<file path="src/rtl/fetch_queue.sv">
// fetch_queue: instruction fetch unit with a DEPTH-entry prefetch FIFO feeding decode.
// Issues word-aligned fetches (one outstanding at most), buffers {instr, pc} pairs,
// and flushes/restarts on redirect. Optional macro FQ_STALL_CNT_EN adds a saturating
// counter of cycles where decode was ready but no instruction was available.
module fetch_queue #(
  parameter int unsigned DEPTH    = 4,
  parameter logic [15:0] RESET_PC = 16'h0000
) (
  input  logic        clk,
  input  logic        reset,
  output logic        mem_req,
  output logic [15:0] mem_addr,
  input  logic        mem_gnt,
  input  logic        mem_rvalid,
  input  logic [15:0] mem_rdata,
  input  logic        redirect,
  input  logic [15:0] redirect_pc,
  output logic        instr_valid,
  output logic [15:0] instr,
  output logic [15:0] instr_pc,
  input  logic        instr_ready
`ifdef FQ_STALL_CNT_EN
  ,
  output logic [15:0] stall_cycles
`endif
);

  localparam int unsigned AW = (DEPTH > 1) ? $clog2(DEPTH) : 1;
  localparam int unsigned CW = AW + 1;
  localparam int unsigned OW = CW + 1;

  typedef enum logic [1:0] {
    S_IDLE = 2'd0,
    S_WAIT = 2'd1,
    S_DROP = 2'd2
  } state_t;

  state_t         state;
  logic [15:0]    fetch_pc;
  logic [15:0]    req_pc;
  logic [15:0]    fifo_instr [DEPTH];
  logic [15:0]    fifo_pc    [DEPTH];
  logic [AW-1:0]  rd_ptr;
  logic [AW-1:0]  wr_ptr;
  logic [CW-1:0]  count;

  logic           wait_rsp;
  logic [OW-1:0]  occupancy;
  logic           space;
  logic           grant;
  logic           push;
  logic           pop;

  // Request gating, handshake decode and head-of-queue outputs
  always_comb begin
    wait_rsp    = (state == S_WAIT) && mem_rvalid;
    // An outstanding fetch already owns a slot, whether or not its data lands this cycle
    occupancy   = OW'(count) + OW'(state != S_IDLE);
    space       = occupancy < OW'(DEPTH);
    mem_req     = reset && !redirect && space && ((state == S_IDLE) || wait_rsp);
    mem_addr    = fetch_pc;
    grant       = mem_req && mem_gnt;
    push        = wait_rsp && !redirect;
    instr_valid = (count != '0) && !redirect;
    pop         = instr_valid && instr_ready;
    instr       = fifo_instr[rd_ptr];
    instr_pc    = fifo_pc[rd_ptr];
  end

  // Fetch FSM, PC tracking and FIFO storage
  always_ff @(posedge clk or negedge reset) begin
    if (!reset) begin
      state    <= S_IDLE;
      fetch_pc <= RESET_PC;
      req_pc   <= '0;
      rd_ptr   <= '0;
      wr_ptr   <= '0;
      count    <= '0;
      for (int unsigned i = 0; i < DEPTH; i++) begin
        fifo_instr[i] <= '0;
        fifo_pc[i]    <= '0;
      end
    end else if (redirect) begin
      // Flush wins over everything; an in-flight fetch becomes a response to discard
      rd_ptr   <= '0;
      wr_ptr   <= '0;
      count    <= '0;
      fetch_pc <= redirect_pc & 16'hFFFE;
      if (state == S_IDLE || mem_rvalid) begin
        state <= S_IDLE;
      end else begin
        state <= S_DROP;
      end
    end else begin
      if (grant) begin
        req_pc   <= fetch_pc;
        fetch_pc <= fetch_pc + 16'd2;
      end
      if (push) begin
        fifo_instr[wr_ptr] <= mem_rdata;
        fifo_pc[wr_ptr]    <= req_pc;
        wr_ptr             <= wr_ptr + AW'(1);
      end
      if (pop) begin
        rd_ptr <= rd_ptr + AW'(1);
      end
      if (push && !pop) begin
        count <= count + CW'(1);
      end else if (pop && !push) begin
        count <= count - CW'(1);
      end
      case (state)
        S_IDLE: if (grant) state <= S_WAIT;
        S_WAIT: if (mem_rvalid) state <= grant ? S_WAIT : S_IDLE;
        S_DROP: if (mem_rvalid) state <= S_IDLE;
        default: state <= S_IDLE;
      endcase
    end
  end

`ifdef FQ_STALL_CNT_EN
  // Saturating count of cycles decode waited on an empty queue
  always_ff @(posedge clk or negedge reset) begin
    if (!reset) begin
      stall_cycles <= '0;
    end else if (instr_ready && !instr_valid && (stall_cycles != 16'hFFFF)) begin
      stall_cycles <= stall_cycles + 16'd1;
    end
  end
`endif

endmodule

</file>
<file path="config.mk">
export PLATFORM = sky130hd
export DESIGN_NAME = fetch_queue
export DESIGN_NICKNAME = d
export VERILOG_FILES = /design/src/rtl/fetch_queue.sv
export SDC_FILE = /design/constraint.sdc
export NUM_CORES = 1
export LEC_CHECK = 0
export CORE_UTILIZATION = 55
export CTS_CLUSTER_DIAMETER = 40
export DETAILED_ROUTE_END_ITERATION = 12
export DONT_BUFFER_PORTS = 1
export GPL_ROUTABILITY_DRIVEN = 1
export PLACE_DENSITY = 0.81
export SYNTH_ARGS = -nofsm -noshare
export SYNTH_HDL_FRONTEND = slang
export SYNTH_SLANG_ARGS = --single-unit
</file>
<file path="constraint.sdc">
create_clock -name clk -period 2.25 [get_ports clk]
set_input_delay 0.225 -clock clk [delete_from_list [all_inputs] [get_ports clk]]
set_output_delay 0.225 -clock clk [all_outputs]
set_load 0.02 [all_outputs]
</file>
==> impl_summary.log, run 1 <==
INFO  metric worst-endpoint-required = about 2500 ps
INFO  metric cts_max_path_buffers = 2
INFO  metric met3RoutedLength = between 800 and 900 µm
INFO  metric grt_antenna_before_repair = 0
INFO  metric cts.root.buffer_cell = sky130_fd_sc_hd__clkbuf_16
INFO  metric grt_pass1_wl = between 20000 and 30000 µm
INFO  metric rows = slightly above 40
INFO  metric worst-slew-pin-transition = about 740 ps
INFO  metric dp_hpwl = around 9700 µm
INFO  metric grt_setup_unrepaired = yes
INFO  metric combinational_family_with_the_most_area_after_synthesis = multiplexers
INFO  metric fin_crit_sh = 0.959
INFO  metric met1Wirelength = 6380 µm
INFO  metric first_global_vias = approximately 4.8k
INFO  metric synth_simple_gate_area_frac = 0.0491
INFO  metric final-setup-viol-count = 0
INFO  metric yosys_warnings = 0
INFO  metric cp.arrival = around 2400 ps
INFO  metric post-route-cell-area = 0.00873 mm²
INFO  metric outcome = complete, but fails checks
INFO  metric drt_first_iter_violations = 180
INFO  metric multiplexer_share_of_the_synthesized_area = 0.324
INFO  metric ant_nets = 0
INFO  metric hold_buffers = 40
INFO  metric post_synth.cell_area_avg = about 15 µm²
INFO  metric post_synth_xor_area_fraction = 0.00711
INFO  metric route.vias.total = approximately 4.4k
INFO  metric routed.top_layer = met4
INFO  metric clk_latency = ~430 ps
INFO  metric synth-seq-cells = ~160
INFO  metric n_fill_cell = ~850
INFO  metric floorplan.die.width = 118 µm
INFO  metric post_drt_wl_per_cell = about 22 µm
INFO  metric post_synthesis_cell_area = 0.00739 mm²
INFO  metric vert_die_dim = 118 µm
INFO  metric numPlacedInstances = approximately 650
INFO  metric synth_compound_area_frac = 0.0323
INFO  metric numCtsBuffers = 17
INFO  metric cts.sinks = around 160
INFO  metric synthDominantAreaCellType = sky130_fd_sc_hd__dfrtp_1
INFO  metric max_transition_viols_final = 0
INFO  metric timing.final.hold_violations = about 160
INFO  metric detail_route.vias_per_cell = 6.09
INFO  metric clk_pin_slew_worst_paths = ~60 ps
INFO  metric power.ir.vdd_worst = 0.602 mV
INFO  metric setup_slack = roughly 93 ps
INFO  metric grt_util_all_layers = 0.244
INFO  metric holdCritPathClass = in -> async
INFO  metric most_common_library_cell_in_the_layout_ignoring_fill_and_taps = sky130_fd_sc_hd__dfrtp_1
INFO  metric grt_max_degree = 166
INFO  metric worstSetupPathType = reg -> reg
INFO  metric hold-worst-slack = -505 ps
INFO  metric layout.cells.most_common_list = 160 x sky130_fd_sc_hd__dfrtp_1, 141 x sky130_fd_sc_hd__mux2_2, 40 x sky130_fd_sc_hd__dlygate4sd3_1, 31 x sky130_fd_sc_hd__mux4_2, 17 x sky130_fd_sc_hd__clkbuf_16
INFO  metric initial_core_util = 0.574
INFO  metric drt_wl_total = between 15000 and 20000 µm
INFO  metric crit_path_capture_type = flop
INFO  metric seq_total_area_yosys = 0.552
INFO  metric p_total = between 9000 and 10000 µW
INFO  metric p_per_area = 1090 mW/mm²
INFO  metric drtPass1Iterations = 4
INFO  metric detail_route.drc_violations = 0
INFO  metric instances_no_fill = 721
INFO  metric nets = 580
INFO  metric num_antenna_cells = 0
INFO  metric worst_clock_skew = approximately 6.4 ps
INFO  metric gp_routability_congestion = about 0.8
INFO  metric fin_crit_period = 2160 ps
INFO  metric fin_util = 0.678
INFO  metric cap_viol_max_count = 0
INFO  metric synthDominantCellAreaShare = 0.552
INFO  metric failed_checks = negative hold slack
INFO  metric placeableCoreArea = about 0.013 mm²
INFO  metric slew_headroom = 0.505
INFO  metric syn-instance-count = about 490
INFO  metric area_delta_synth_final = 18.2%
INFO  metric critPathMaxFanout = 6
INFO  metric cts_tree = yes
INFO  metric port-buffer-count = 0
INFO  metric dpl_worst_slack = 126 ps
INFO  metric dieArea = between 0.01 and 0.015 mm²
INFO  metric power.leakage = between 0.004 and 0.005 µW
INFO  metric post_synth_num_cell_types = 44
INFO  metric detailed_place.area = around 0.0077 mm²
INFO  metric max_freq = 464 MHz
INFO  metric worst_setup_path_start_kind = flop
INFO  metric num_ports = 88
INFO  metric top_cells_by_area_in_the_synthesized_netlist = sky130_fd_sc_hd__dfrtp_1 55%, sky130_fd_sc_hd__mux2_2 21%, sky130_fd_sc_hd__mux4_2 9.4%
INFO  metric synth-adder-area-share = 0.0112
INFO  metric reg2regPathDepth = 8
INFO  metric wl_met2 = around 8100 µm
INFO  metric global_route_congestion_overflow_total = 0
INFO  metric clock_tree.htree_level_count = 4
INFO  metric drive_above_1_share = 0.424
[flip-flops by register name (all words and copies together) (netlist names)]
register and count:
fifo_instr 64, fifo_pc 60, mem_addr 15, req_pc 15, count 3, rd_ptr 2
state 2, wr_ptr 2
[critical path, stage by stage (launching register included)]
cell and delay [ps]:
sky130_fd_sc_hd__dfrtp_2 430, sky130_fd_sc_hd__nor2_1 70, sky130_fd_sc_hd__and3_1 280, sky130_fd_sc_hd__o21a_1 160
sky130_fd_sc_hd__fa_1 400, sky130_fd_sc_hd__nor4bb_1 310, sky130_fd_sc_hd__a22oi_1 150, sky130_fd_sc_hd__xor2_1 170
sky130_fd_sc_hd__nor2_1 50
[final timing paths]
| path | startpoint | to | slack [ps] |
|---|---|---|---|
| max in group asynchronous | reset | state[1]$_DFFE_PN0P_ | 2510 |
| min in group clk | redirect | mem_addr[4]$_DFFE_PN0P_ | 90 |
| max reg2reg | state[1]$_DFFE_PN0P_ | count[2]$_DFFE_PN0P_ | 90 |
| max | state[1]$_DFFE_PN0P_ | count[2]$_DFFE_PN0P_ | 90 |
| min | reset | fifo_instr[52]$_DFFE_PN0P_ | -500 |
| min reg2reg | fifo_instr[1]$_DFFE_PN0P_ | fifo_instr[1]$_DFFE_PN0P_ | 500 |
[cell families after synthesis]
logic type                 count (synthesis)
other                                      1
and+or+nand+nor                           68
buffers and inverters                     36
adders and majority gates                  6
AOI/OAI and AO/OA                         28
xor gates and xnor gates                   6
muxes                                    181
DFF                                      163
[where the power goes]
part / internal, µW / switching (µW) / leakage [µW]
logic: 1190 / 1190 / 0.00158
clock network: 2050 / 1100 / 0.000320
registers: 3460 / 559 / 0.00216
[synth_stat cells (all sizes together)]
master  number
o311a        1
nor4bb       1
conb         1
mux2       144
mux4        31
nor4b        1
o211ai       4
nand3        6
xnor2        3
buf         22
a211oi       1
nand4        4
a22oi        1
clkbuf       7
dfrtp      163
o221ai       1
and3         3
nand2       19
a221o        8
inv          7
xor2         3
nor3        10
a21boi       1
mux2i        6
o31ai        2
fa           1
ha           5
and4bb       1
nor2        12
o21a         2
and4         1
o311ai       2
or4          3
nor4         3
a31oi        1
and2         3
nand3b       1
o21ai        4
[layout make-up]
cell class	instances	area, µm²	share of cell area
repair buffers	56	596	0.0682
well taps	172	215	0.0246
inverters	7	26.3	0.00301
clock inverters	10	178	0.0203
flip-flops and latches	163	4080	0.467
clock buffers	22	474	0.0543
multi-input cells	291	3160	0.362
[per-stage QoR]
step / hold WS, ps / TNS (ps)
after global placement: -64.9 / 0
after floorplan: -70.6 / 0
after global routing: -527 / -9.03
final: -505 / 0
after CTS: -527 / 0
after detailed placement: -66.3 / 0
[metal layers]
| metal | up-vias | global-route usage |
|---|---|---|
| met1 | 2311 | 0.298 |
| met5 | - | 0 |
| met4 | 0 | 0.0873 |
| met2 | 121 | 0.417 |
| li1 | 1934 | - |
| met3 | 26 | 0.0669 |
[what timing repair did]
item,4_1_cts,5_1_grt
resized for setup,0,2
hold endpoints to repair,251,163
setup endpoints to repair,0,2
buffers inserted,0,0
Power figures use the tool's default switching activity.
==> run 2, diff against run 1 <==
--- a/config.mk
+++ b/config.mk
@@ -11,6 +11,7 @@
 export DONT_BUFFER_PORTS = 1
 export GPL_ROUTABILITY_DRIVEN = 1
 export PLACE_DENSITY = 0.81
+export SKIP_LAST_GASP = 1
 export SYNTH_ARGS = -nofsm -noshare
 export SYNTH_HDL_FRONTEND = slang
 export SYNTH_SLANG_ARGS = --single-unit
==> impl_summary.log, run 2 (synthesized netlist as in run 1, its figures left out) <==
INFO  metric floorplan.die.width = between 100 and 150 µm
INFO  metric max_transition_viols_final = 0
INFO  metric grt_max_degree = roughly 170
INFO  metric max_freq = between 400 and 500 MHz
INFO  metric clk_pin_slew_worst_paths = ~60 ps
INFO  metric drt_wl_total = approximately 16000 µm
INFO  metric nets = slightly below 600
INFO  metric slowest_delay = 430 ps
INFO  metric crit_top_cell = sky130_fd_sc_hd__nor2_1
INFO  metric worst_clock_skew = 6.44 ps
INFO  metric crit-reg2reg-launch = state[1]$_DFFE_PN0P_
INFO  metric cts.sinks = ~160
INFO  metric worst-slew-pin-transition = between 700 and 800 ps
INFO  metric largestRegisters = fifo_instr (64), fifo_pc (60)
INFO  metric slew_headroom = 0.505
INFO  metric top_reg_by_flops = fifo_instr
INFO  metric vert_die_dim = 118 µm
INFO  metric hold_buffers = 40
INFO  metric holdCritPathClass = in -> async
INFO  metric port-buffer-count = 0
INFO  metric grt_util_all_layers = 0.244
INFO  metric fin_crit_period = 2160 ps
INFO  metric detail_route.vias_per_cell = just over 6
INFO  metric cts_setup_buffers = 0
INFO  metric fin_crit_sh = 0.959
INFO  metric critPathMaxFanout = 6
INFO  metric ant_nets = 0
INFO  metric worst_setup_path_start_kind = flop
INFO  metric power.leakage = just over 0.004 µW
INFO  metric hold-worst-slack = -505 ps
INFO  metric timing.critical_path.to = count[2]$_DFFE_PN0P_
INFO  metric largest_register_ffs = 64
INFO  metric cp_slowest_cell = sky130_fd_sc_hd__dfrtp_2
INFO  metric route.vias.total = 4392
INFO  metric setup_slack_of_the_most_critical_reg_to_reg_path = around 93 ps
INFO  metric detail_route.drc_violations = 0
INFO  metric cp.arrival = about 2400 ps
INFO  metric numCtsBuffers = 17
INFO  metric final-setup-viol-count = 0
INFO  metric cts_tree = yes
INFO  metric reg2regPathDepth = 8
INFO  metric clock_tree.htree_level_count = 4
INFO  metric global_route_congestion_overflow_total = 0
INFO  metric grt_setup_unrepaired = yes
INFO  metric rows = 41
INFO  metric cts_max_path_buffers = 2
INFO  metric p_per_area = 1090 mW/mm²
INFO  metric drive_above_1_share = 0.424
INFO  metric detailed_place.area = 0.00767 mm²
INFO  metric grt_antenna_before_repair = 0
INFO  metric rr_endpoint = count[2]$_DFFE_PN0P_
INFO  metric drtPass1Iterations = 4
INFO  metric path_cells = nor2_1, and3_1, o21a_1, fa_1, nor4bb_1, a22oi_1, xor2_1, nor2_1
INFO  metric gp_routability_congestion = 0.802
INFO  metric timing.setup.tns = 0 ps
INFO  metric timing.final.hold_violations = approximately 160
INFO  metric grt_pass1_wl = about 26000 µm
INFO  metric drt_first_iter_violations = 180
INFO  metric num_ports = between 80 and 90
INFO  metric worst-endpoint-required = 2540 ps
INFO  metric placeableCoreArea = around 0.013 mm²
INFO  metric first_global_vias = slightly below 5k
INFO  metric dieArea = approximately 0.014 mm²
INFO  metric outcome = complete, but fails checks
INFO  metric critical_path.startpoint = state[1]$_DFFE_PN0P_
INFO  metric power.ir.vdd_worst = 0.602 mV
INFO  metric most_common_library_cell_in_the_layout_ignoring_fill_and_taps = sky130_fd_sc_hd__dfrtp_1
INFO  metric failed_checks = negative hold slack
INFO  metric post-route-cell-area = 0.00873 mm²
INFO  metric initial_core_util = 0.574
INFO  metric cap_viol_max_count = 0
INFO  metric worstSetupPathType = reg -> reg
INFO  metric dp_hpwl = about 9700 µm
INFO  metric layout.cells.most_common_list = 160 x sky130_fd_sc_hd__dfrtp_1, 141 x sky130_fd_sc_hd__mux2_2, 40 x sky130_fd_sc_hd__dlygate4sd3_1, 31 x sky130_fd_sc_hd__mux4_2, 17 x sky130_fd_sc_hd__clkbuf_16
INFO  metric p_total = roughly 9600 µW
INFO  metric num_antenna_cells = 0
INFO  metric crit_path_capture_type = flop
INFO  metric area_delta_synth_final = 18.2%
INFO  metric post_drt_wl_per_cell = 21.6 µm
INFO  metric cts.root.buffer_cell = sky130_fd_sc_hd__clkbuf_16
INFO  metric clk_latency = 430 ps
## run 2: metal layers
metal  GRT usage  vias to the layer above  wire length (µm)
met2       0.417                      121              8110
li1            -                     1934                 -
met4      0.0873                        0               275
met3      0.0669                       26               818
met5           0                        -                 0
met1       0.298                     2311              6380
## run 2: worst min-delay path by stage
stage | from | endpoint | slack [ps] | cells after the start
after floorplan | reset | count[0]$_DFFE_PN0P_ | -70 | 0
after global placement | reset | fifo_instr[52]$_DFFE_PN0P_ | -60 | 0
after detailed placement | reset | fifo_instr[52]$_DFFE_PN0P_ | -70 | 0
after CTS | reset | fifo_instr[52]$_DFFE_PN0P_ | -530 | 0
after global routing | reset | fifo_instr[52]$_DFFE_PN0P_ | -530 | 0
final | reset | fifo_instr[52]$_DFFE_PN0P_ | -500 | 0
## run 2: what timing repair did
| item | in CTS | in global routing |
|---|---|---|
| gates resized for setup | 0 | 2 |
| setup endpoints to repair | 0 | 2 |
| endpoints found under the hold margin | 251 | 163 |
## run 2: final cells by class
type	count	area (µm²)
timing repair buffer	56	596
fill	849	4140
sequential	163	4080
multi-input combinational	291	3160
inverter	7	26.3
clock inverter	10	178
tap	172	215
clock buffer	22	474
## run 2: report_power, final
group	internal, µW	switching, µW	total (µW)
sequential	3460	559	4020
clock	2050	1100	3150
combinational	1190	1190	2380
## run 2: worst max-delay path, delay by kind of cell (launching register included)
family          cells  cell delay, ps
simple gates        4             710
flops               1             430
fa+ha+maj           1             400
compound gates      2             310
xor+xnor            1             170
## run 2: through the flow
step / util / cells / worst slack, ps
after floorplan: - / 490 / 376
after global placement: 0.596 / 649 / 210
after detailed placement: 0.596 / 649 / 126
after CTS: 0.678 / 721 / 47.9
after global routing: 0.678 / 721 / -9.03
final: 0.678 / 721 / 93.1
